--- src/rtl/pscan_pkg.sv ---
// Shared types and constants for the pattern scan controller and its 1101 detector.
package pscan_pkg;

    localparam int unsigned STAT_W = 16;

    // Moore recognizer states; S4 means "1101 just completed".
    typedef enum logic [2:0] {
        S0 = 3'd0,
        S1 = 3'd1,
        S2 = 3'd2,
        S3 = 3'd3,
        S4 = 3'd4
    } det_state_e;

    typedef enum logic [1:0] {
        IDLE  = 2'd0,
        SCAN  = 2'd1,
        FLUSH = 2'd2,
        DONE  = 2'd3
    } ctrl_state_e;

endpackage

--- src/rtl/pattern_det_core.sv ---
// Serial Moore recognizer for the bit pattern 1101 with overlap.
// y is registered: it is high while the state is S4.
module pattern_det_core
    import pscan_pkg::*;
(
    input  logic clk,
    input  logic reset,
    input  logic clr,
    input  logic a,
    output logic y
);

    det_state_e state_q;
    det_state_e state_d;

    // Next-state decode; clr restarts the search so patterns never span words.
    always_comb begin
        state_d = S0;
        case (state_q)
            S0:      state_d = a ? S1 : S0;
            S1:      state_d = a ? S2 : S0;
            S2:      state_d = a ? S2 : S3;
            S3:      state_d = a ? S4 : S0;
            S4:      state_d = a ? S2 : S0;
            default: state_d = S0;
        endcase
        if (clr) begin
            state_d = S0;
        end
    end

    // State register with synchronous active-low reset.
    always_ff @(posedge clk) begin
        if (!reset) begin
            state_q <= S0;
        end else begin
            state_q <= state_d;
        end
    end

    assign y = (state_q == S4);

endmodule

--- src/rtl/pattern_scan_ctrl.sv ---
// Round-robin scheduler sharing one serial 1101 detector between two requesters.
// Optional PSCAN_STATS_EN adds saturating word/hit counters on result handshakes.
module pattern_scan_ctrl
    import pscan_pkg::*;
#(
    parameter int unsigned W  = 8,
    parameter int unsigned CW = $clog2(W + 1)
) (
    input  logic              clk,
    input  logic              reset,
    input  logic              req0_valid,
    input  logic [W-1:0]      req0_data,
    output logic              req0_ready,
    input  logic              req1_valid,
    input  logic [W-1:0]      req1_data,
    output logic              req1_ready,
    output logic              res_valid,
    input  logic              res_ready,
    output logic              res_id,
    output logic [CW-1:0]     res_count,
`ifdef PSCAN_STATS_EN
    output logic [STAT_W-1:0] stat_words,
    output logic [STAT_W-1:0] stat_hits,
`endif
    output logic              res_hit
);

    localparam int unsigned BW = $clog2(W);
    localparam logic [BW-1:0] LAST_BIT = BW'(W - 1);

    ctrl_state_e   state_q;
    ctrl_state_e   state_d;
    logic          last_id_q;
    logic [W-1:0]  shift_q;
    logic [BW-1:0] bit_cnt_q;
    logic          res_id_q;
    logic [CW-1:0] res_count_q;

    logic grant0;
    logic grant1;
    logic accept;
    logic accept_id;
    logic res_fire;
    logic last_bit;
    logic det_a;
    logic det_y;

    // Arbitration: a lone requester wins; on contention the one not served last wins.
    always_comb begin
        grant0 = req0_valid && (!req1_valid || last_id_q);
        grant1 = req1_valid && (!req0_valid || !last_id_q);
    end

    // Ready is masked while reset is held so no word is taken that reset would discard.
    assign req0_ready = reset && (state_q == IDLE) && grant0;
    assign req1_ready = reset && (state_q == IDLE) && grant1;
    assign accept     = req0_ready || req1_ready;
    assign accept_id  = req1_ready;
    assign res_fire   = (state_q == DONE) && res_ready;
    assign last_bit   = (bit_cnt_q == LAST_BIT);
    assign det_a      = (state_q == SCAN) && shift_q[W-1];

    pattern_det_core u_det (
        .clk   (clk),
        .reset (reset),
        .clr   (accept),
        .a     (det_a),
        .y     (det_y)
    );

    // Controller next-state: accept -> W scan edges -> one flush edge -> hold result.
    always_comb begin
        state_d = state_q;
        case (state_q)
            IDLE:    if (accept) state_d = SCAN;
            SCAN:    if (last_bit) state_d = FLUSH;
            FLUSH:   state_d = DONE;
            DONE:    if (res_ready) state_d = IDLE;
            default: state_d = IDLE;
        endcase
    end

    // Controller state register.
    always_ff @(posedge clk) begin
        if (!reset) begin
            state_q <= IDLE;
        end else begin
            state_q <= state_d;
        end
    end

    // Word shifter, bit counter, RR pointer and result accumulator.
    // y lags the input bit by one edge, so the flush edge picks up a match on the LSB.
    always_ff @(posedge clk) begin
        if (!reset) begin
            last_id_q   <= 1'b1;
            shift_q     <= '0;
            bit_cnt_q   <= '0;
            res_id_q    <= 1'b0;
            res_count_q <= '0;
        end else if (accept) begin
            shift_q     <= accept_id ? req1_data : req0_data;
            bit_cnt_q   <= '0;
            res_id_q    <= accept_id;
            last_id_q   <= accept_id;
            res_count_q <= '0;
        end else if (state_q == SCAN) begin
            shift_q     <= {shift_q[W-2:0], 1'b0};
            bit_cnt_q   <= bit_cnt_q + 1'b1;
            res_count_q <= res_count_q + CW'(det_y);
        end else if (state_q == FLUSH) begin
            res_count_q <= res_count_q + CW'(det_y);
        end
    end

    assign res_valid = (state_q == DONE);
    assign res_id    = res_id_q;
    assign res_count = res_count_q;
    assign res_hit   = (res_count_q != '0);

`ifdef PSCAN_STATS_EN
    logic [STAT_W-1:0] stat_words_q;
    logic [STAT_W-1:0] stat_hits_q;

    // Saturating counters of delivered results and of delivered results with a hit.
    always_ff @(posedge clk) begin
        if (!reset) begin
            stat_words_q <= '0;
            stat_hits_q  <= '0;
        end else if (res_fire) begin
            if (stat_words_q != '1) begin
                stat_words_q <= stat_words_q + 1'b1;
            end
            if (res_hit && (stat_hits_q != '1)) begin
                stat_hits_q <= stat_hits_q + 1'b1;
            end
        end
    end

    assign stat_words = stat_words_q;
    assign stat_hits  = stat_hits_q;
`else
    logic unused_fire;
    assign unused_fire = res_fire;
`endif

endmodule

--- config.mk ---
export PLATFORM = sky130hd
export DESIGN_NAME = pattern_scan_ctrl
export DESIGN_NICKNAME = d
export VERILOG_FILES = /design/src/rtl/pscan_pkg.sv /design/src/rtl/pattern_det_core.sv /design/src/rtl/pattern_scan_ctrl.sv
export SDC_FILE = /design/constraint.sdc
export NUM_CORES = 1
export LEC_CHECK = 0
export ABC_AREA = 1
export ABC_CLOCK_PERIOD_IN_PS = 2800
export CAP_MARGIN = 20
export CORE_MARGIN = 4
export CORE_UTILIZATION = 50
export DETAILED_ROUTE_END_ITERATION = 16
export GPL_TIMING_DRIVEN = 0
export PLACE_DENSITY = 0.79
export SLEW_MARGIN = 0
export SYNTH_ARGS = -nofsm -noshare
export SYNTH_HDL_FRONTEND = slang
export SYNTH_HIERARCHICAL = 1
export SYNTH_SLANG_ARGS = --single-unit
--- constraint.sdc ---
create_clock -name clk -period 2.8 [get_ports clk]
set_clock_uncertainty 0.1 [all_clocks]
set_input_delay 0.56 -clock clk [delete_from_list [all_inputs] [get_ports clk]]
set_output_delay 0.56 -clock clk [all_outputs]
set_load 0.02 [all_outputs]
Word level (Yosys, flattened, before mapping)

Index checks and enable logic that the tools add are counted.

Latch bits: 0
Register bits: 22
Output and inout bits: 9
ROM bits: 0
RAM bits: 0
Memories: 0
Input bits: 21
Word-level logic and storage cells: 55

Multipliers: 0
Equal/unequal tests: 11
Order comparisons: 0
Multiplexer cells: 14
Reductions and logical operators: 20
Div/mod/pow operators: 0
Shifts and indexed selects: 0
Add/sub/neg operators: 2
Bitwise gates (word level): 1

Operator list:

| operator            | count |
|---|---|
| $mux 8              | 3 |
| $pmux 3 s4          | 1 |
| $mux 2              | 4 |
| $mux 4              | 2 |
| $pmux 2 s4          | 1 |
| $eq 3x2->1 const B  | 2 |
| $eq 3x3->1 const B  | 2 |
| $logic_and 1x1->1   | 6 |
| $add 4x1->4         | 1 |
| $eq 2x2->1 const B  | 2 |
| $ne 2x2->1 const B  | 2 |
| $reduce_bool 2->1   | 2 |
| $reduce_bool 4->1   | 1 |
| $reduce_or 2->1     | 2 |
| $add 3x1->3 const B | 1 |
| $eq 3x1->1 const B  | 1 |
| $logic_not 1->1     | 3 |
| $logic_not 3->1     | 1 |
| $logic_or 1x1->1    | 3 |
| $mux 3              | 1 |
| $reduce_and 3->1    | 1 |
| $eq 2x1->1 const B  | 1 |
| $logic_not 2->1     | 1 |
| $mux 1              | 2 |
| other kinds (2)     | 2 |

Depth between registers and ports, before layout

Gate-level depths: netlist of run 1.

Depth after elaboration: 7
Gate-level depth with buffers: 10
Gate-level depth less buffers: 9

Modules after synthesis

Netlist of run 1, hierarchy kept.

By module, submodules not included:

| module            | area each (µm²) | cells an instance | instances |
|---|---|---|---|
| pattern_scan_ctrl | 1188.6          | 170               | 1 |
| pattern_det_core  | 170.2           | 28                | 1 |

Worst setup path after synthesis of run 1

Ideal clock, no wire load.

Path type: register to output
Start point: register, netlist name state_q[0]
End point: output port req0_ready
Cell stages (with the launch flop): 6
Setup slack: 813 ps
Data arrival time: 1327 ps
Cells stage by stage: dfxtp_1 > inv_1 > ha_1 > nand3_2 > buf_4 > a21oi_1

RTL lines:

| what      | line                    | source |
|---|---|---|
| to (decl) | pattern_scan_ctrl.sv:13 | `output logic req0_ready,` |

Worst setup path in the final report of run 1

Start point: input port reset
End point: output port req0_ready

Longest elaborated chain between the ends: 2

Ends and longest elaborated chain:

| what                           | line                    | source |
|---|---|---|
| from (decl)                    | pattern_scan_ctrl.sv:10 | `input logic reset,` |
| $logic_and 1x1->1 (2 in a row) | pattern_scan_ctrl.sv:55 | `assign req0_ready = reset && (state_q == IDLE) && grant0;` |

No other way between the ends.

==> results of run 1 <==
[registers in the layout, summed over array words and instances, names as in the netlist]
register and count:
last_id_q 1, res_id 1, state_q 2, bit_cnt_q 3, u_det/state_q 3, shift_q 8, res_count 4
[metrics by stage]
step | power (W) | TNS (ns)
global placement | 0.000954 | -0.223
global route | 0.00127 | 0
finish | 0.00116 | 0
floorplan | 0.000842 | 0
detailed placement | 0.000984 | -0.267
CTS | 0.00117 | 0
[area by class of cell]
type / instances / share of cell area, %
well taps: 30 / 2.17
repair buffers: 30 / 17.1
flip-flops and latches: 22 / 25.5
inverters: 35 / 7.89
plain buffers: 5 / 2.39
multi-input cells: 136 / 42.9
clock buffers: 4 / 2.10
[layer usage]
layer	vias up	track usage, %
li1	683	-
met2	27	32.1
met4	0	5.06
met1	596	22.3
met3	4	4.10
met5	-	0
[cells by family (layout without fill, tap and decap cells)]
kind of cell	Yosys count	after routing	synth area share, %
compound gates	12	12	4.88
xor+xnor	2	2	1.29
fa+ha+maj	9	9	8.29
buf+inv	40	74	13.1
flops	22	22	32.4
simple gates	113	113	40.1
[what timing repair did]
item	in CTS	in global routing
gates resized for setup	2	0
endpoints found under the setup margin	2	0
buffers inserted	1	0
[power by group through the flow]
stage / Clock [W] / Combinational, W / Sequential [W]
3_3_place_gp: 0 / 0.000524 / 0.000429
3_5_place_dp: 0 / 0.000551 / 0.000433
5_1_grt: 0.000200 / 0.000632 / 0.000435
2_1_floorplan: 0 / 0.000412 / 0.000430
6_report: 0.000176 / 0.000557 / 0.000426
4_1_cts: 0.000182 / 0.000558 / 0.000426
[cells in the final DEF (no fill, tap or decap), types with 2 or more instances in the layout]
| cell | n |
|---|---|
| nand2_1 | 37 |
| inv_1 | 32 |
| nor2_1 | 32 |
| clkdlybuf4s50_1 | 27 |
| dfxtp_1 | 22 |
| nand3_1 | 20 |
| ha_1 | 9 |
| a21oi_1 | 8 |
| nand4_1 | 8 |
| nand2_2 | 5 |
| nor2_2 | 3 |
| clkbuf_4 | 3 |
| nor2_4 | 2 |
| nand3_2 | 2 |
| buf_4 | 2 |
| clkbuf_8 | 2 |
| o21ai_0 | 2 |
| dlygate4sd2_1 | 2 |
| inv_2 | 2 |
[worst min-delay path by stage]
stage                 start      endpoint  depth (start not counted)
2_1_floorplan  bit_cnt_q[1]  bit_cnt_q[1]                          2
3_3_place_gp   bit_cnt_q[1]  bit_cnt_q[1]                          2
3_5_place_dp   bit_cnt_q[2]  bit_cnt_q[2]                          2
4_1_cts        bit_cnt_q[2]  bit_cnt_q[2]                          2
5_1_grt        bit_cnt_q[1]  bit_cnt_q[1]                          2
6_report       bit_cnt_q[2]  bit_cnt_q[2]                          2
[worst max-delay path, cell delays in order]
cell and delay (ns):
clkdlybuf4s50_1 0.49, buf_6 0.15, nand3_2 0.08, buf_4 0.18
a21oi_1 0.14, dlygate4sd2_1 0.36
==> summary.md, run 1 <==
| Metric | Value |
|---|---|
| Pin count of the biggest net entering global routing | 13 |
| Syn-to-layout area delta | 27.2% |
| Crit path DAT | 1.96 ns |
| Worst Path Required | 2.14 ns |
| PnR worst setup slack | 0.176 ns |
| Placed instance area | 1690 µm² |
| Pre-CTS setup slack | -0.154 ns |
| Yosys warns | 6 |
| Worst Tran Pin Value | 0.447 ns |
| Rel. slew slack | 70.2% |
| DR WL/cell | 11.4 µm |
| Cells after DPL | 257 |
| CTS max path bufs | 2 |
| Ys async rst share | 0% |
| Final Non-Filler Cells | 262 |
| VDD IR max | 0.000760 V |
| Reg2Reg Setup Slack | 1.02 ns |
| Reg2Reg Depth | 10 |
| Total CTS buffers | 3 |
| Cell count after synthesis | 198 |
| Core ar. | 2540 µm² |
| Total wire length | 2.99 mm |
| Switching share of power | 40.7% |
| Final ANT Viol Nets | 0 |
| Register area | 440 µm² |
| Initial antenna violation count | 0 |
| Worst-path clk slew | 0.12 ns |
| Area occupied by multi-input gates | 741 µm² |
| Worst hold-check path type | reg -> reg |
| Clk pwr share | 15.2% |
| Status | finished clean |
| Sequential share of power | 36.8% |
| Port Buffer Count | 29 |
| Crit path from | reset |
| First-pass GRT wire length | 5.12 mm |
| # diodes | 0 |
| Post-synth top area share | 32.4% |
| Max FO, Critical Path | 10 |
| Post-synthesis sequential area ratio | 32.4% |
| Met2 WL | 1.51 mm |
| Internal power | 0.000687 W |
| Die width | 60.1 µm |
| Final instance area | 1730 µm² |
| Syn nets | 228 |
| Vias in the first global route | 1271 |
| PD cells | 671 nW/µm² |
| Die height | 60.1 µm |
| Netlist cell types | 28 |
| Routability Congestion | 0.753 |
| Period minus WS final | 2.62 ns |
| GRT overflow | 0 |
| Unrepaired setup endpoints after global routing | no |
| Post-synthesis average cell area | 6.86 µm² |
| DRT iter0 DRCs | 44 |
| DR vias/cell | 5.00 |
| Reg-to-Reg End | u_det/state_q[1] |
| Post-synth top flop | dfxtp_1 |
| Final Hold Viols | 0 |
| TritonRoute pass-1 iters | 4 |
| CTS tree | yes |
| P_leak | 0.812 nW |
| Max layer used | met4 |
| Fill cell count | 230 |
| Reg2reg start | state_q[0] |
| Net count reported at finish | 263 |
| Fin. max-slew vios | 0 |
| Layout cell share with drive strength beyond 1 | 12.1% |
| Fmax achieved | 0.381 GHz |
| H-tree Lvls | 1 |
| Worst Setup End Kind | output port |
| Mapped cell area | 1360 µm² |
| Max Cap Violations | 0 |
| # DRC | 0 |
| All-Layer GR Usage | 18.3% |
| Hold buffers post-CTS | 0 |
| Initial core utilization | 53.4% |
| EDFF count, synth | 0 |
| Row Count | 18 |
| Most common cell in the synthesized netlist | nand2_1 |
| Clock latency at the later pin of the worst-skew pair | 0.31 ns |
| CTS root buf | clkbuf_4 |
| CP Class | in -> out |
| Final setup fails | 0 |
| Routed length on met1 | 1.33 mm |
| Met3 routed wirelength | 119 µm |
| Clock Sinks | 22 |
| Post-Route Utilization | 67.9% |
| Leading post-synthesis cells by cell area | dfxtp_1 (32%), nand2_1 (10%), inv_1 (8.8%) |
| Critical Path End | req0_ready |
| Number of top-level pins | 30 |
| Crit share post-route | 93.7% |
| Post-synthesis register bit count | 22 |
| Hpwl dp | 2.36 mm |
| Switch Pwr | 0.000472 W |
| Most frequent cells after synthesis | nand2_1 (37), inv_1 (32), nor2_1 (32) |
| CP Launch Type | primary input |
| Hold WS | 0.377 ns |
| Dominant cell type by area after synthesis | dfxtp_1 |
| DR vias | 1310 |
| Die ar. | 3620 µm² |
| Logic pwr share | 48.0% |
(Power assumes the default switching activity.)
==> inputs of run 2 (changes only) <==
--- a/config.mk
+++ b/config.mk
@@ -13,6 +13,7 @@
 export DETAILED_ROUTE_END_ITERATION = 16
 export GPL_TIMING_DRIVEN = 0
 export PLACE_DENSITY = 0.79
+export SETUP_SLACK_MARGIN = 0.4
 export SLEW_MARGIN = 0
 export SYNTH_ARGS = -nofsm -noshare
 export SYNTH_HDL_FRONTEND = slang
==> summary.md, run 2 (same netlist as run 1, synthesis figures left out) <==
| Metric | Value |
|---|---|
| Status | finished clean |
| Final Non-Filler Cells | 263 (+0.38%) |
| Layout cell share with drive strength beyond 1 | 14.2% (+2.1 points) |
| Crit-path max cell delay | 0.49 ns (about the same) |
| Crit path DAT | 1.67 ns (-0.29 ns) |
| Net count reported at finish | 264 (+0.38%) |
| CP Class | in -> out |
| Hpwl dp | 2.36 mm (unchanged) |
| Rel. slew slack | 70.2% (about the same) |
| Post-Route Utilization | 69.0% (+1.1 points) |
| Internal power | 0.000698 W (+1.6%) |
| PD cells | 674 nW/µm² (+0.46%) |
| Pin count of the biggest net entering global routing | 13 (unchanged) |
| Reg2Reg Setup Slack | 1.09 ns (+0.07 ns) |
| Logic pwr share | 48.9% (+0.9 points) |
| Clock Sinks | 22 (unchanged) |
| DR vias | 1329 (+1.5%) |
| Worst Path Required | 2.14 ns (about the same) |
| Period minus WS final | 2.33 ns (-0.294 ns) |
| Switching share of power | 41.0% (+0.27 points) |
| Crit path top cell by count | buf_6 |
| Core ar. | 2540 µm² (unchanged) |
| Clock latency at the later pin of the worst-skew pair | 0.31 ns (about the same) |
| P_leak | 0.829 nW (+2.1%) |
| Final Hold Viols | 0 (unchanged) |
| Syn-to-layout area delta | 29.2% |
| Most flops, register | shift_q |
| Most used cells in the layout excluding fill and tap cells | nand2_1 (37), inv_1 (32), nor2_1 (32) |
| Initial core utilization | 53.4% (unchanged) |
| Reg2Reg Depth | 10 (unchanged) |
| CP Launch Type | primary input |
| Row Count | 18 (unchanged) |
| First-pass GRT wire length | 5.18 mm (+1.2%) |
| Worst Tran Pin Value | 0.447 ns (+0.000868 ns) |
| # diodes | 0 (unchanged) |
| Cells after DPL | 257 (unchanged) |
| GRT overflow | 0 (unchanged) |
| Clk pwr share | 15.1% (about the same) |
| Port Buffer Count | 29 (unchanged) |
| CTS max path bufs | 2 (unchanged) |
| Worst hold start | bit_cnt_q[2] |
| Hold buffers post-CTS | 0 (unchanged) |
| VDD IR max | 0.000634 V (-17%) |
| Worst hold-check path type | reg -> reg |
| CTS tree | yes |
| Register area | 440 µm² (unchanged) |
| Placed instance area | 1690 µm² (unchanged) |
| Max Cap Violations | 0 (unchanged) |
| Fin. max-slew vios | 0 (unchanged) |
| Switch Pwr | 0.000485 W (+2.7%) |
| Total CTS buffers | 3 (unchanged) |
| Total wire length | 3.09 mm (+3.1%) |
| Largest register FFs | 8 (unchanged) |
| Worst-path cell chain | clkdlybuf4s50_1 > buf_6 > nand3_2 > buf_6 > a21oi_4 > buf_6 |
| Fill cell count | 223 (-3.0%) |
| Die height | 60.1 µm (unchanged) |
| Die width | 60.1 µm (unchanged) |
| Worst-path clk slew | 0.12 ns (about the same) |
| Reg2reg start | state_q[0] |
| DR vias/cell | 5.05 (+1.1%) |
| Number of top-level pins | 30 (unchanged) |
| CTS root buf | clkbuf_4 |
| Crit share post-route | 83.2% (-10 points) |
| All-Layer GR Usage | 18.6% (+0.27 points) |
| Slowest-stage cell, CP | clkdlybuf4s50_1 |
| Worst Setup End Kind | output port |
| Final instance area | 1760 µm² (+1.6%) |
| # DRC | 0 (unchanged) |
| Fmax achieved | 0.429 GHz (+13%) |
| Max FO, Critical Path | 10 (unchanged) |
| Final setup fails | 0 (unchanged) |
| Most common cell after layout, fill and taps aside | nand2_1 |
| Vias in the first global route | 1278 (+0.55%) |
| Routability Congestion | 0.753 (unchanged) |
| Reg-to-Reg End | u_det/state_q[1] |
| DRT iter0 DRCs | 41 (-6.8%) |
| Worst Hold End | bit_cnt_q[2] |
| DR WL/cell | 11.7 µm (+2.7%) |
| Unrepaired setup endpoints after global routing | no |
| Die ar. | 3620 µm² (unchanged) |
| TritonRoute pass-1 iters | 5 (+1) |
| Hold Crit Depth | 2 (unchanged) |
| Final ANT Viol Nets | 0 (unchanged) |
| Sequential share of power | 36.0% (-0.8 points) |
| Area occupied by multi-input gates | 754 µm² (+1.9%) |
| H-tree Lvls | 1 (unchanged) |
| Initial antenna violation count | 0 (unchanged) |
## run 2: power groups by stage
stage | clock [W] | sequential, W | combinational (W)
after global routing | 0.000200 | 0.000435 | 0.000649
final | 0.000179 | 0.000426 | 0.000579
after detailed placement | 0 | 0.000433 | 0.000551
after global placement | 0 | 0.000429 | 0.000524
after CTS | 0.000182 | 0.000426 | 0.000561
after floorplan | 0 | 0.000430 | 0.000412
## run 2: worst max path at each step
stage,start,to,slack [ns],cells after the start
after CTS,reset,req0_ready,0.42,6
after global placement,reset,req1_ready,-0.13,7
final,reset,req0_ready,0.47,6
after detailed placement,reset,req1_ready,-0.15,7
after floorplan,state_q[0],req0_ready,0.81,5
after global routing,reset,req0_ready,0.41,6
## run 2: final cells by class
cell class | instances | share of cell area, %
multi-input combinational | 136 | 43.0
timing repair buffer | 31 | 17.4
tap | 30 | 2.14
clock buffer | 4 | 2.07
sequential | 22 | 25.1
buffer | 5 | 2.57
inverter | 35 | 7.77
## run 2: metrics by stage
step                      setup WS, ns  hold WS [ns]  power [W]  TNS [ns]
after global routing             0.405         0.391    0.00128         0
after detailed placement        -0.154         0.361   0.000984    -0.267
after floorplan                  0.813         0.343   0.000842         0
after global placement          -0.127         0.350   0.000954    -0.223
after CTS                        0.421         0.377    0.00117         0
final                            0.469         0.378    0.00118         0
## run 2: critical path, delay by kind of cell
kind	cells	cell delay, ns
AND/OR/NAND/NOR	1	0.08
buffers and inverters	4	0.91
AO/OA/AOI/OAI	1	0.12
## run 2: what timing repair did
| action | 4_1_cts | 5_1_grt |
|---|---|---|
| endpoints found under the setup margin | 3 | 2 |
| pin swaps | 1 | 1 |
| setup buffers | 2 | 0 |
| resized for setup | 11 | 6 |
## run 2: layer usage
layer  vias up  GRT usage, %  wire length, µm
met5         -             0                0
met3         6          4.10               95
li1        688             -                -
met1       611          22.8             1390
met4         0          5.06               26
met2        24          32.4             1570
==> inputs of run 3 (changes only) <==
--- a/config.mk
+++ b/config.mk
@@ -6,13 +6,13 @@
 export NUM_CORES = 1
 export LEC_CHECK = 0
 export ABC_AREA = 1
-export ABC_CLOCK_PERIOD_IN_PS = 2800
+export ABC_CLOCK_PERIOD_IN_PS = 1990
 export CAP_MARGIN = 20
 export CORE_MARGIN = 4
-export CORE_UTILIZATION = 50
+export CORE_UTILIZATION = 45
 export DETAILED_ROUTE_END_ITERATION = 16
 export GPL_TIMING_DRIVEN = 0
-export PLACE_DENSITY = 0.79
+export PLACE_DENSITY = 0.75
 export SETUP_SLACK_MARGIN = 0.4
 export SLEW_MARGIN = 0
 export SYNTH_ARGS = -nofsm -noshare
==> constraint.sdc (replaced) <==
create_clock -name clk -period 1.99 [get_ports clk]
set_clock_uncertainty 0.1 [all_clocks]
set_input_delay 0.398 -clock clk [delete_from_list [all_inputs] [get_ports clk]]
set_output_delay 0.398 -clock clk [all_outputs]
set_load 0.02 [all_outputs]
==> summary.md, run 3 (same netlist as run 1, synthesis figures left out) <==
| Metric | Value |
|---|---|
| Period minus WS final | 1.91 ns |
| Reg-to-Reg End | shift_q[0] |
| # DRC | 0 (unchanged) |
| Crit share post-route | 96.0% |
| Logic pwr share | 54.9% (+6.0 points) |
| Worst Setup End Kind | output port |
| Routability Congestion | 0.831 (+10%) |
| Met2 WL | 1.84 mm (+17%) |
| Routed length on met1 | 1.63 mm (+17%) |
| Crit path DAT | 1.41 ns (-0.26 ns) |
| Sequential share of power | 28.6% (-7.4 points) |
| Max layer used | met4 |
| Vias in the first global route | 1315 (+2.9%) |
| Hold WS | 0.377 ns (-0.000988 ns) |
| DRT iter0 DRCs | 60 (+46%) |
| Rel. slew slack | 68.3% (-1.9 points) |
| Die height | 63.0 µm (+4.7%) |
| Met3 routed wirelength | 199 µm (+110%) |
| All-Layer GR Usage | 16.4% (-2.2 points) |
| DR vias/cell | 5.01 (-0.85%) |
| Hpwl dp | 2.10 mm (-11%) |
| Row Count | 19 (+1) |
| Worst Hold End | bit_cnt_q[1] |
| First-pass GRT wire length | 5.49 mm (+6.0%) |
| Reg2Reg Depth | 10 (unchanged) |
| Register area | 453 µm² (+2.8%) |
| Pre-CTS setup slack | -0.658 ns (-0.504 ns) |
| Unrepaired setup endpoints after global routing | yes |
| VDD IR max | 0.000538 V (-15%) |
| Initial antenna violation count | 0 (unchanged) |
| Clock Sinks | 22 (unchanged) |
| Final Hold Viols | 0 (unchanged) |
| Most common cell after layout, fill and taps aside | nand2_1 |
| Number of top-level pins | 30 (unchanged) |
| TritonRoute pass-1 iters | 4 (-1) |
| Fill cell count | 219 (-1.8%) |
| P_leak | 0.982 nW (+19%) |
| Final setup fails | 0 (unchanged) |
| CP Launch Type | register |
| Pin count of the biggest net entering global routing | 14 (+1) |
| Reg2Reg Setup Slack | 0.34 ns (-0.75 ns) |
| DR vias | 1428 (+7.4%) |
| Fin. max-slew vios | 0 (unchanged) |
| Port Buffer Count | 29 (unchanged) |
| PnR worst setup slack | 0.0792 ns (-0.390 ns) |
| Worst Tran Pin Value | 0.476 ns (+0.0282 ns) |
| CTS root buf | clkbuf_4 |
| Clock latency at the later pin of the worst-skew pair | 0.31 ns (about the same) |
| # diodes | 0 (unchanged) |
| H-tree Lvls | 1 (unchanged) |
| Initial core utilization | 48.0% (-5.4 points) |
| Setup_tns | 0 ns (unchanged) |
| CTS tree | yes |
| Status | finished clean |
| CTS max path bufs | 2 (unchanged) |
| Area occupied by multi-input gates | 870 µm² (+15%) |
| Syn-to-layout area delta | 54.1% |
| Switch Pwr | 0.000817 W (+68%) |
| Worst hold start | bit_cnt_q[1] |
| DR WL/cell | 13.0 µm (+11%) |
| Total wire length | 3.71 mm (+20%) |
| Final ANT Viol Nets | 0 (unchanged) |
| Power consumption | 0.00210 W (+78%) |
| Max FO, Critical Path | 4 (-6) |
| CP Class | reg -> out |
| Total CTS buffers | 3 (unchanged) |
| PD cells | 1000 nW/µm² (+49%) |
| Switching share of power | 38.8% (-2.2 points) |
| Worst-path clk slew | 0.13 ns (about the same) |
| Most flops, register | shift_q |
| Max Cap Violations | 0 (unchanged) |
| Fmax achieved | 0.523 GHz |
| GRT overflow | 0 (unchanged) |
| Post-Route Utilization | 74.0% (+5.1 points) |
| Worst hold-check path type | reg -> reg |
| Most used cells in the layout excluding fill and tap cells | nand2_1 (33), inv_1 (29), nor2_1 (29) |
| Hold buffers post-CTS | 0 (unchanged) |
| Hold Crit Depth | 2 (unchanged) |
| Clk pwr share | 16.5% (+1.4 points) |
| Largest register FFs | 8 (unchanged) |
| Die ar. | 3960 µm² (+9.6%) |
| Reg2reg start | state_q[0] |
| Core ar. | 2830 µm² (+11%) |
| Worst Path Required | 1.49 ns (-0.65 ns) |
| Net count reported at finish | 285 (+8.0%) |
| Die width | 63.0 µm (+4.7%) |
| Internal power | 0.00129 W (+85%) |
| Layout cell share with drive strength beyond 1 | 32.7% (+19 points) |
[run 3: routing by layer]
layer | track usage, % | vias to the layer above
met5 | 0 | -
li1 | - | 734
met3 | 3.96 | 7
met2 | 28.5 | 38
met1 | 20.0 | 649
met4 | 4.41 | 0
[run 3: per-stage QoR]
| stage | std cells | instance area, µm² |
|---|---|---|
| after CTS | 272 | 1860 |
| final | 285 | 2090 |
| after floorplan | 198 | 1380 |
| after global routing | 285 | 2090 |
| after global placement | 258 | 1710 |
| after detailed placement | 258 | 1710 |
[run 3: area by class of cell]
cell class                 instances  share of cell area [%]
buffer                             5                    2.33
sequential                        22                    21.6
timing repair buffer              52                    23.5
tap                               31                    1.85
inverter                          35                    6.63
clock buffer                       3                    1.08
clock inverter                     1                    1.43
multi-input combinational        136                    41.5
[run 3: power groups by stage]
stage	Sequential (W)	Combinational (W)	Clock, W
3_3_place_gp	0.000607	0.000795	0
6_report	0.000603	0.00116	0.000346
2_1_floorplan	0.000605	0.000617	0
5_1_grt	0.000614	0.00128	0.000383
4_1_cts	0.000602	0.000904	0.000353
3_5_place_dp	0.000608	0.000802	0
[run 3: worst max path at each step]
stage | start | end | slack, ns | cells past startpoint
floorplan | state_q[0] | req0_ready | 0.43 | 5
global placement | req1_valid | req1_ready | -0.64 | 6
detailed placement | req1_valid | req1_ready | -0.66 | 6
CTS | state_q[0] | req1_ready | 0.13 | 7
global route | state_q[0] | req0_ready | 0.01 | 6
finish | state_q[0] | req0_ready | 0.08 | 6
[run 3: critical path, cell delays in order, from the launching register on]
cell and delay, ns:
dfxtp_4 0.38, inv_4 0.06, ha_4 0.18, nand3_4 0.09, buf_6 0.13, a21oi_4 0.13, buf_6 0.13
[run 3: repair_timing]
item / 4_1_cts / 5_1_grt
setup buffers: 10 / 11
setup endpoints to repair: 24 / 21
gates cloned: 0 / 2
pin swaps: 3 / 20
resized for setup: 41 / 35
